## config.mk

```make
export PLATFORM = sky130hd
export DESIGN_NAME = n_output_controller
export DESIGN_NICKNAME = d
export VERILOG_FILES = /design/src/rtl/n_output_controller.sv
export SDC_FILE = /design/constraint.sdc
export NUM_CORES = 1
export LEC_CHECK = 0
export CORE_MARGIN = 4
export CORE_UTILIZATION = 32
export CTS_BUF_LIST = sky130_fd_sc_hd__clkbuf_4
export DETAILED_ROUTE_END_ITERATION = 10
export PLACE_DENSITY = 0.72
export SETUP_SLACK_MARGIN = 0.15
export SYNTH_ARGS = -nofsm -noshare
export SYNTH_HDL_FRONTEND = slang
export SYNTH_SLANG_ARGS = --single-unit
```

## constraint.sdc

```tcl
create_clock -name clk -period 4.53 [get_ports clk]
set_input_delay 1.1325 -clock clk [delete_from_list [all_inputs] [get_ports clk]]
set_output_delay 1.1325 -clock clk [all_outputs]
set_load 0.02 [all_outputs]
```

## src/rtl/n_output_controller.sv

```systemverilog
// North output-port controller: latches the round-robin grant, streams one packet
// from the granted input into a registered north link, then advances the arbiter.
module n_output_controller #(
  parameter int FLIT_W  = 32,
  parameter int TIMEOUT = 64
) (
  input  logic              clk,
  input  logic              reset,
  input  logic              priority_to_cs_i,
  input  logic              priority_n_i,
  input  logic              priority_s_i,
  input  logic              priority_w_i,
  input  logic              priority_e_i,
  input  logic              priority_l_i,
  input  logic [FLIT_W-1:0] s_flit_i,
  input  logic [FLIT_W-1:0] w_flit_i,
  input  logic [FLIT_W-1:0] e_flit_i,
  input  logic [FLIT_W-1:0] l_flit_i,
  input  logic              s_valid_i,
  input  logic              w_valid_i,
  input  logic              e_valid_i,
  input  logic              l_valid_i,
  input  logic              s_tail_i,
  input  logic              w_tail_i,
  input  logic              e_tail_i,
  input  logic              l_tail_i,
  output logic              s_pop_o,
  output logic              w_pop_o,
  output logic              e_pop_o,
  output logic              l_pop_o,
  output logic [FLIT_W-1:0] n_flit_o,
  output logic              n_valid_o,
  output logic              n_tail_o,
  input  logic              n_ready_i,
  output logic              change_order_o,
  output logic              busy_o,
  output logic              err_o
);

  localparam int CW = $clog2(TIMEOUT + 1);

  typedef enum logic {IDLE, BUSY} state_t;

  state_t            state, state_next;
  logic [1:0]        sel, sel_next, grant_idx;
  logic [CW-1:0]     cnt;
  logic [3:0]        grant, valid, tail, pop;
  logic [FLIT_W-1:0] flit_mux;
  logic              accept, tail_done, timeout, start, req_err;

  // Bit order matches the sel encoding: S=0, W=1, E=2, L=3.
  assign grant = {priority_l_i, priority_e_i, priority_w_i, priority_s_i};
  assign valid = {l_valid_i, e_valid_i, w_valid_i, s_valid_i};
  assign tail  = {l_tail_i, e_tail_i, w_tail_i, s_tail_i};

  always_comb begin
    case (sel)
      2'd0:    flit_mux = s_flit_i;
      2'd1:    flit_mux = w_flit_i;
      2'd2:    flit_mux = e_flit_i;
      default: flit_mux = l_flit_i;
    endcase
  end

  always_comb begin
    case (grant)
      4'b0010: grant_idx = 2'd1;
      4'b0100: grant_idx = 2'd2;
      4'b1000: grant_idx = 2'd3;
      default: grant_idx = 2'd0;
    endcase
  end

  always_comb begin
    state_next = state;
    sel_next   = sel;
    pop        = '0;
    accept     = 1'b0;
    start      = 1'b0;
    req_err    = 1'b0;
    tail_done  = 1'b0;
    timeout    = 1'b0;
    case (state)
      IDLE: begin
        if (priority_to_cs_i) begin
          if (priority_n_i || ($countones(grant) > 1)) begin
            req_err = 1'b1;
          end else if ($onehot(grant) && valid[grant_idx]) begin
            start      = 1'b1;
            state_next = BUSY;
            sel_next   = grant_idx;
          end
        end
      end
      BUSY: begin
        accept   = valid[sel] & (~n_valid_o | n_ready_i);
        pop[sel] = accept;
        if (accept && tail[sel]) begin
          tail_done  = 1'b1;
          state_next = IDLE;
        end else if (!accept && (cnt == CW'(TIMEOUT - 1))) begin
          // The counter would reach TIMEOUT on this edge, so release now.
          timeout    = 1'b1;
          state_next = IDLE;
        end
      end
      default: state_next = IDLE;
    endcase
  end

  assign s_pop_o = pop[0];
  assign w_pop_o = pop[1];
  assign e_pop_o = pop[2];
  assign l_pop_o = pop[3];
  assign busy_o  = (state == BUSY);

  always_ff @(posedge clk or negedge reset) begin
    if (!reset) begin
      state <= IDLE;
      sel   <= '0;
    end else begin
      state <= state_next;
      sel   <= sel_next;
    end
  end

  always_ff @(posedge clk or negedge reset) begin
    if (!reset) begin
      cnt <= '0;
    end else if (start || accept) begin
      cnt <= '0;
    end else if (state == BUSY) begin
      cnt <= cnt + CW'(1);
    end
  end

  always_ff @(posedge clk or negedge reset) begin
    if (!reset) begin
      n_valid_o <= 1'b0;
      n_tail_o  <= 1'b0;
      n_flit_o  <= '0;
    end else if (accept) begin
      n_valid_o <= 1'b1;
      n_tail_o  <= tail[sel];
      n_flit_o  <= flit_mux;
    end else if (n_ready_i) begin
      n_valid_o <= 1'b0;
    end
  end

  always_ff @(posedge clk or negedge reset) begin
    if (!reset) begin
      change_order_o <= 1'b0;
      err_o          <= 1'b0;
    end else begin
      change_order_o <= tail_done | timeout;
      err_o          <= err_o | req_err | timeout;
    end
  end

endmodule

```

== After elaboration in Yosys (flattened, before gate mapping) ==
Cells that the tools add are included.
W data, S select, Z words.
Operators by class
  add/sub/neg operators: 7
  $mul: 0
  divide/modulo/power cells: 0
  magnitude comparators: 4
  eq/ne operators: 7
  shifts and indexed selects: 0
  multiplexer cells: 31
  bitwise gates (word level): 9
  reduce and logical (&&, ||, !) cells: 11
Operator list (number)
  $pmux W32 S3: 1
  $mux W1: 21
  $mux W7: 2
  $add A1 B1 Y2: 4
  $add A7 B1 Y7 const B: 1
  $eq A7 B6 Y1 const B: 1
  $add A2 B2 Y3: 2
  $bmux W1 S2: 3
  $lt A2 B3 Y1 const B: 2
  $pmux W2 S3: 1
  $and A4 B4 Y4: 1
  $eq A4 B2 Y1 const B: 1
  $eq A4 B3 Y1 const B: 1
  $eq A4 B4 Y1 const B: 1
  $logic_and A1 B1 Y1: 4
  $mux W4: 1
  $or A1 B1 Y1: 4
  $reduce_and A4 Y1: 1
  $reduce_bool A2 Y1: 2
  $eq A3 B1 Y1 const B: 1
  $gt A3 B1 Y1 const B: 1
  $not A1 Y1: 3
  $demux W1 S2: 1
  $eq A2 B1 Y1 const B: 1
  other kinds (7): 8
Word-level totals
  bits in registers: 46
  latch bits: 0
  bits in writable memories: 0
  ROM bits: 0
  input port bits: 145
  output and inout bits: 41
  memories: 0

== Logic depth before layout (Yosys ltp) ==
Gate-level depths: netlist (run 1).
  depth after elaboration: 11
  mapped depth: 11

== Worst setup path before layout (run 1) ==
OpenSTA, ideal clock, no wires.
  path type: input -> output
  start: input n_ready_i
  end: output w_pop_o
  arrival time: 2.462 ns
  data required time: 3.398 ns
  path slack: 0.935 ns
  stages on the path: 7
  path buffers: 3
  path through: nand2b_1 and3_1 buf_2 o21ai_2 buf_6 buf_6 nor3b_1
On the way
  cells in the longest elaborated chain, start to end: 4
Ends and longest elaborated chain
  from (decl): RTL line 34  | input logic n_ready_i,
  $or A1 B1 Y1: RTL line 96  | accept = valid[sel] & (~n_valid_o | n_ready_i);
  $and A1 B1 Y1: RTL line 96
  $and A4 B4 Y4 (no source line)
  $mux W4: RTL line 83  | case (state)
  to (decl): RTL line 28  | output logic w_pop_o,
Every way passes these cells.

== Worst setup path after layout (run 1) ==
  start: input e_valid_i
  end: output w_pop_o
On the way
  cells in the longest elaborated chain, start to end: 5
Ends and longest elaborated chain
  from (decl): RTL line 21  | input logic e_valid_i,
  $bmux W1 S2: RTL line 96
  $mux W1 (implied by the code): RTL line 96
  $and A1 B1 Y1: RTL line 96
  $and A4 B4 Y4 (no source line)
  $mux W4: RTL line 83
Every way passes these cells. The select of a mux whose other input is x is not followed.

==> results of run 1 <==
==> report_power, final <==
part | internal, mW | switching, mW
logic | 0.620 | 0.481
clock network | 0.0646 | 0.131
registers | 0.573 | 0.0912
==> how the worst min path moves through the flow <==
stage	from	to	slack [ns]	depth (start not counted)
floorplan	cnt[5]$_DFFE_PN0P_	cnt[5]$_DFFE_PN0P_	0.45	1
global placement	n_tail_o$_DFFE_PN0P_	n_tail_o$_DFFE_PN0P_	0.46	2
detailed placement	cnt[5]$_DFFE_PN0P_	cnt[5]$_DFFE_PN0P_	0.47	1
CTS	cnt[5]$_DFFE_PN0P_	cnt[5]$_DFFE_PN0P_	0.50	1
global route	n_flit_o[27]$_DFFE_PN0P_	n_flit_o[27]$_DFFE_PN0P_	0.53	1
finish	err_o$_DFF_PN0_	err_o$_DFF_PN0_	0.50	1
==> synth_stat cells (2+ instances only) <==
cell type	n	share of area (%)
sky130_fd_sc_hd__buf_2	4	0.69
sky130_fd_sc_hd__buf_4	2	0.51
sky130_fd_sc_hd__nor3b_1	3	0.77
sky130_fd_sc_hd__nand3_1	5	0.86
sky130_fd_sc_hd__nand3b_1	2	0.51
sky130_fd_sc_hd__a22o_1	2	0.60
sky130_fd_sc_hd__o31ai_1	2	0.51
sky130_fd_sc_hd__nor2_1	5	0.64
sky130_fd_sc_hd__nand2b_1	2	0.43
sky130_fd_sc_hd__mux4_2	33	25
sky130_fd_sc_hd__nor4_1	2	0.43
sky130_fd_sc_hd__inv_1	9	1.2
sky130_fd_sc_hd__nand4_1	2	0.43
sky130_fd_sc_hd__o21ai_0	7	1.2
sky130_fd_sc_hd__buf_6	2	0.77
sky130_fd_sc_hd__clkbuf_1	4	0.51
sky130_fd_sc_hd__and3_1	2	0.43
sky130_fd_sc_hd__nand2_1	12	1.5
sky130_fd_sc_hd__mux2_2	19	7.3
sky130_fd_sc_hd__ha_1	7	3.0
sky130_fd_sc_hd__dfrtp_1	46	39
sky130_fd_sc_hd__mux2_1	16	6.2
==> routing by layer <==
metal | vias to the layer above | GRT usage [%]
li1 | 1171 | -
met1 | 1260 | 17.4
met2 | 109 | 31.7
met3 | 4 | 6.65
met4 | 0 | 3.42
met5 | - | 0
==> critical path, stage by stage <==
cell and delay [ns]:
sky130_fd_sc_hd__clkdlybuf4s50_1 0.49, sky130_fd_sc_hd__mux2_1 0.13, sky130_fd_sc_hd__and3_1 0.36, sky130_fd_sc_hd__o21ai_4 0.13
sky130_fd_sc_hd__nor3b_1 0.22, sky130_fd_sc_hd__clkdlybuf4s50_1 0.63
==> per-stage QoR <==
step,std cells,utilization (%)
after CTS,499,55.6
after global placement,491,55.0
after global routing,499,55.6
after floorplan,209,-
final,499,55.6
after detailed placement,491,55.0
==> kinds of logic (layout without fill, tap and decap cells) <==
family          count (synthesis)  after routing
xor+xnor                        1              1
buf+inv                        23            205
fa+ha+maj                       8              8
compound gates                 19             19
simple gates                   43             43
mux                            69             69
flops                          46             46
==> flip-flops by register name, indices dropped and copies added, names as in the netlist <==
signal          flops
busy_o              1
change_order_o      1
cnt                 7
err_o               1
n_flit_o           32
n_tail_o            1
n_valid_o           1
sel                 2
==> area by class of cell <==
cell class,count,area (µm²)
repair buffers,188,1870
well taps,108,135
clock buffers,6,45.0
clock inverters,2,8.76
multi-input cells,140,1650
inverters,9,33.8
flip-flops and latches,46,1150
fillers,763,3910
==> impl_metrics.sql, run 1 <==
INSERT INTO impl_metrics (metric_group, metric, value, unit) VALUES
('timing', 'timing.final.crit_period', '4.23', 'ns'),
('synthesis', 'compound_gate_portion_of_the_synthesized_area', '4.58', '%'),
('synthesis', 'number_of_synthesized_flops_with_an_enable_pin', '0', ''),
('synthesis', 'yosysUniqueCellTypes', '43', ''),
('floorplanning', 'dieArea', '10700', 'µm²'),
('finish', 'layout.cells.most_common', 'sky130_fd_sc_hd__clkdlybuf4s50_1', ''),
('timing', 'clock.fmax', '237', 'MHz'),
('route', 'routed_wl_met3', '828', 'µm'),
('critical_path', 'critPathLaunchType', 'primary input', ''),
('clock_tree', 'cts-root-to-sink-buffers', '2', ''),
('synthesis', 'ys_seq_elements', '46', ''),
('flow_run', 'cap_viol_max_count', '0', ''),
('route', 'via_count', '2544', ''),
('synthesis', 'synth_flop_cell', 'sky130_fd_sc_hd__dfrtp_1', ''),
('finish', 'syn_to_final_growth', '67.7', '%'),
('grt', 'grt_pass1_wl', '14300', 'µm'),
('grt', 'initial_antenna_violation_count', '0', ''),
('timing', 'fin_worst_hold_slack', '0.502', 'ns'),
('synthesis', 'synth_sequential_area_ratio', '39.4', '%'),
('synthesis', 'syn-instance-count', '209', ''),
('synthesis', 'synth_simple_gate_area_share', '8.44', '%'),
('critical_path', 'crit_fanout', '7', ''),
('timing', 'setup-violations-final', '0', ''),
('synthesis', 'synth.area.mux_share', '39.3', '%'),
('timing', 'finalHoldViolations', '0', ''),
('route', 'met1_length', '3330', 'µm'),
('critical_path', 'timing.reg2reg.worst_path_depth', '5', ''),
('clock_tree', 'postCtsSetupRepairBufs', '0', ''),
('finish', 'final_nets', '543', ''),
('place', 'postPlaceCellArea', '4840', 'µm²'),
('clock_tree', 'tritoncts', 'done', ''),
('grt', 'grt_pass1_vias', '2801', ''),
('timing', 'max_transition_viols_final', '0', ''),
('min_path', 'timing.hold.worst.class', 'flop to flop', ''),
('timing', 'tightest_slew', '1.04', 'ns'),
('route', 'dr.pass1.iters', '4', ''),
('floorplanning', 'io-pin-count', '186', ''),
('timing', 'fin_crit_sh', '93.3', '%'),
('run_status', 'run_status', 'completed', ''),
('critical_path', 'r2r_start', 'sel[0]$_DFFE_PN0P_', ''),
('synthesis', 'syn_nets', '362', ''),
('clock_tree', 'cts_made_buffers', '5', ''),
('clock_tree', 'htree_levels', '2', ''),
('timing', 'clock_skew', '0.00641', 'ns'),
('synthesis', 'syn_std_cell_area', '2920', 'µm²'),
('route', 'final_antenna_net_count', '0', ''),
('finish', 'antenna_cells', '0', ''),
('finish', 'layout_common_cells', 'sky130_fd_sc_hd__clkdlybuf4s50_1, sky130_fd_sc_hd__dfrtp_1, sky130_fd_sc_hd__mux4_2, sky130_fd_sc_hd__mux2_2, sky130_fd_sc_hd__mux2_1', ''),
('route', 'routed_via_density', '5.10', ''),
('clock_tree', 'clkSinkCount', '46', ''),
('critical_path', 'critPathArrivalTime', '3.09', 'ns'),
('synthesis', 'synth_adder_area_share', '3.68', '%'),
('place', 'place.detailed.hpwl', '7290', 'µm'),
('synthesis', 'synth_area_per_cell', '14.0', 'µm²'),
('clock_tree', 'path_clk_slew', '0.13', 'ns'),
('route', 'routed-wl-met2', '4770', 'µm'),
('timing', 'setup-tns-final', '0', 'ns'),
('place', 'port-buffer-count', '185', ''),
('critical_path', 'critical_path.startpoint', 'e_valid_i', ''),
('clock_tree', 'cts_root_buffer', 'sky130_fd_sc_hd__clkbuf_4', ''),
('floorplanning', 'design.core.area', '8810', 'µm²'),
('synthesis', 'ys.warnings.count', '0', ''),
('critical_path', 'end_kind', 'output port', ''),
('finish', 'ratio_of_cells_with_drive_above_1_in_the_final_layout', '17.4', '%'),
('power', 'ir_worst_vdd', '0.000159', 'V'),
('power', 'power_density', '400', 'nW/µm²'),
('place', 'placement_stage_worst_setup_slack', '0.299', 'ns'),
('grt', 'grt_start_max_net_pins', '47', ''),
('critical_path', 'worst_ep_required_time', '3.40', 'ns'),
('critical_path', 'reg2reg_slack', '2.27', 'ns'),
('power', 'total_power', '1.96', 'mW');
Note: power is estimated with default switching activity, not from simulation.
==> inputs of run 2 (changes only) <==
--- a/config.mk
+++ b/config.mk
@@ -11,6 +11,7 @@
 export DETAILED_ROUTE_END_ITERATION = 10
 export PLACE_DENSITY = 0.72
 export SETUP_SLACK_MARGIN = 0.15
+export SKIP_CTS_REPAIR_TIMING = 1
 export SYNTH_ARGS = -nofsm -noshare
 export SYNTH_HDL_FRONTEND = slang
 export SYNTH_SLANG_ARGS = --single-unit
==> results of run 2 <==
No change in the layout: final DEF, timing and power equal those of run 1.
==> inputs of run 3 (changes only) <==
--- a/config.mk
+++ b/config.mk
@@ -9,6 +9,7 @@
 export CORE_UTILIZATION = 32
 export CTS_BUF_LIST = sky130_fd_sc_hd__clkbuf_4
 export DETAILED_ROUTE_END_ITERATION = 10
+export GPL_TIMING_DRIVEN = 1
 export PLACE_DENSITY = 0.72
 export SETUP_SLACK_MARGIN = 0.15
 export SKIP_CTS_REPAIR_TIMING = 1
==> results of run 3 <==
No change in the layout: final DEF, timing and power equal those of run 1.
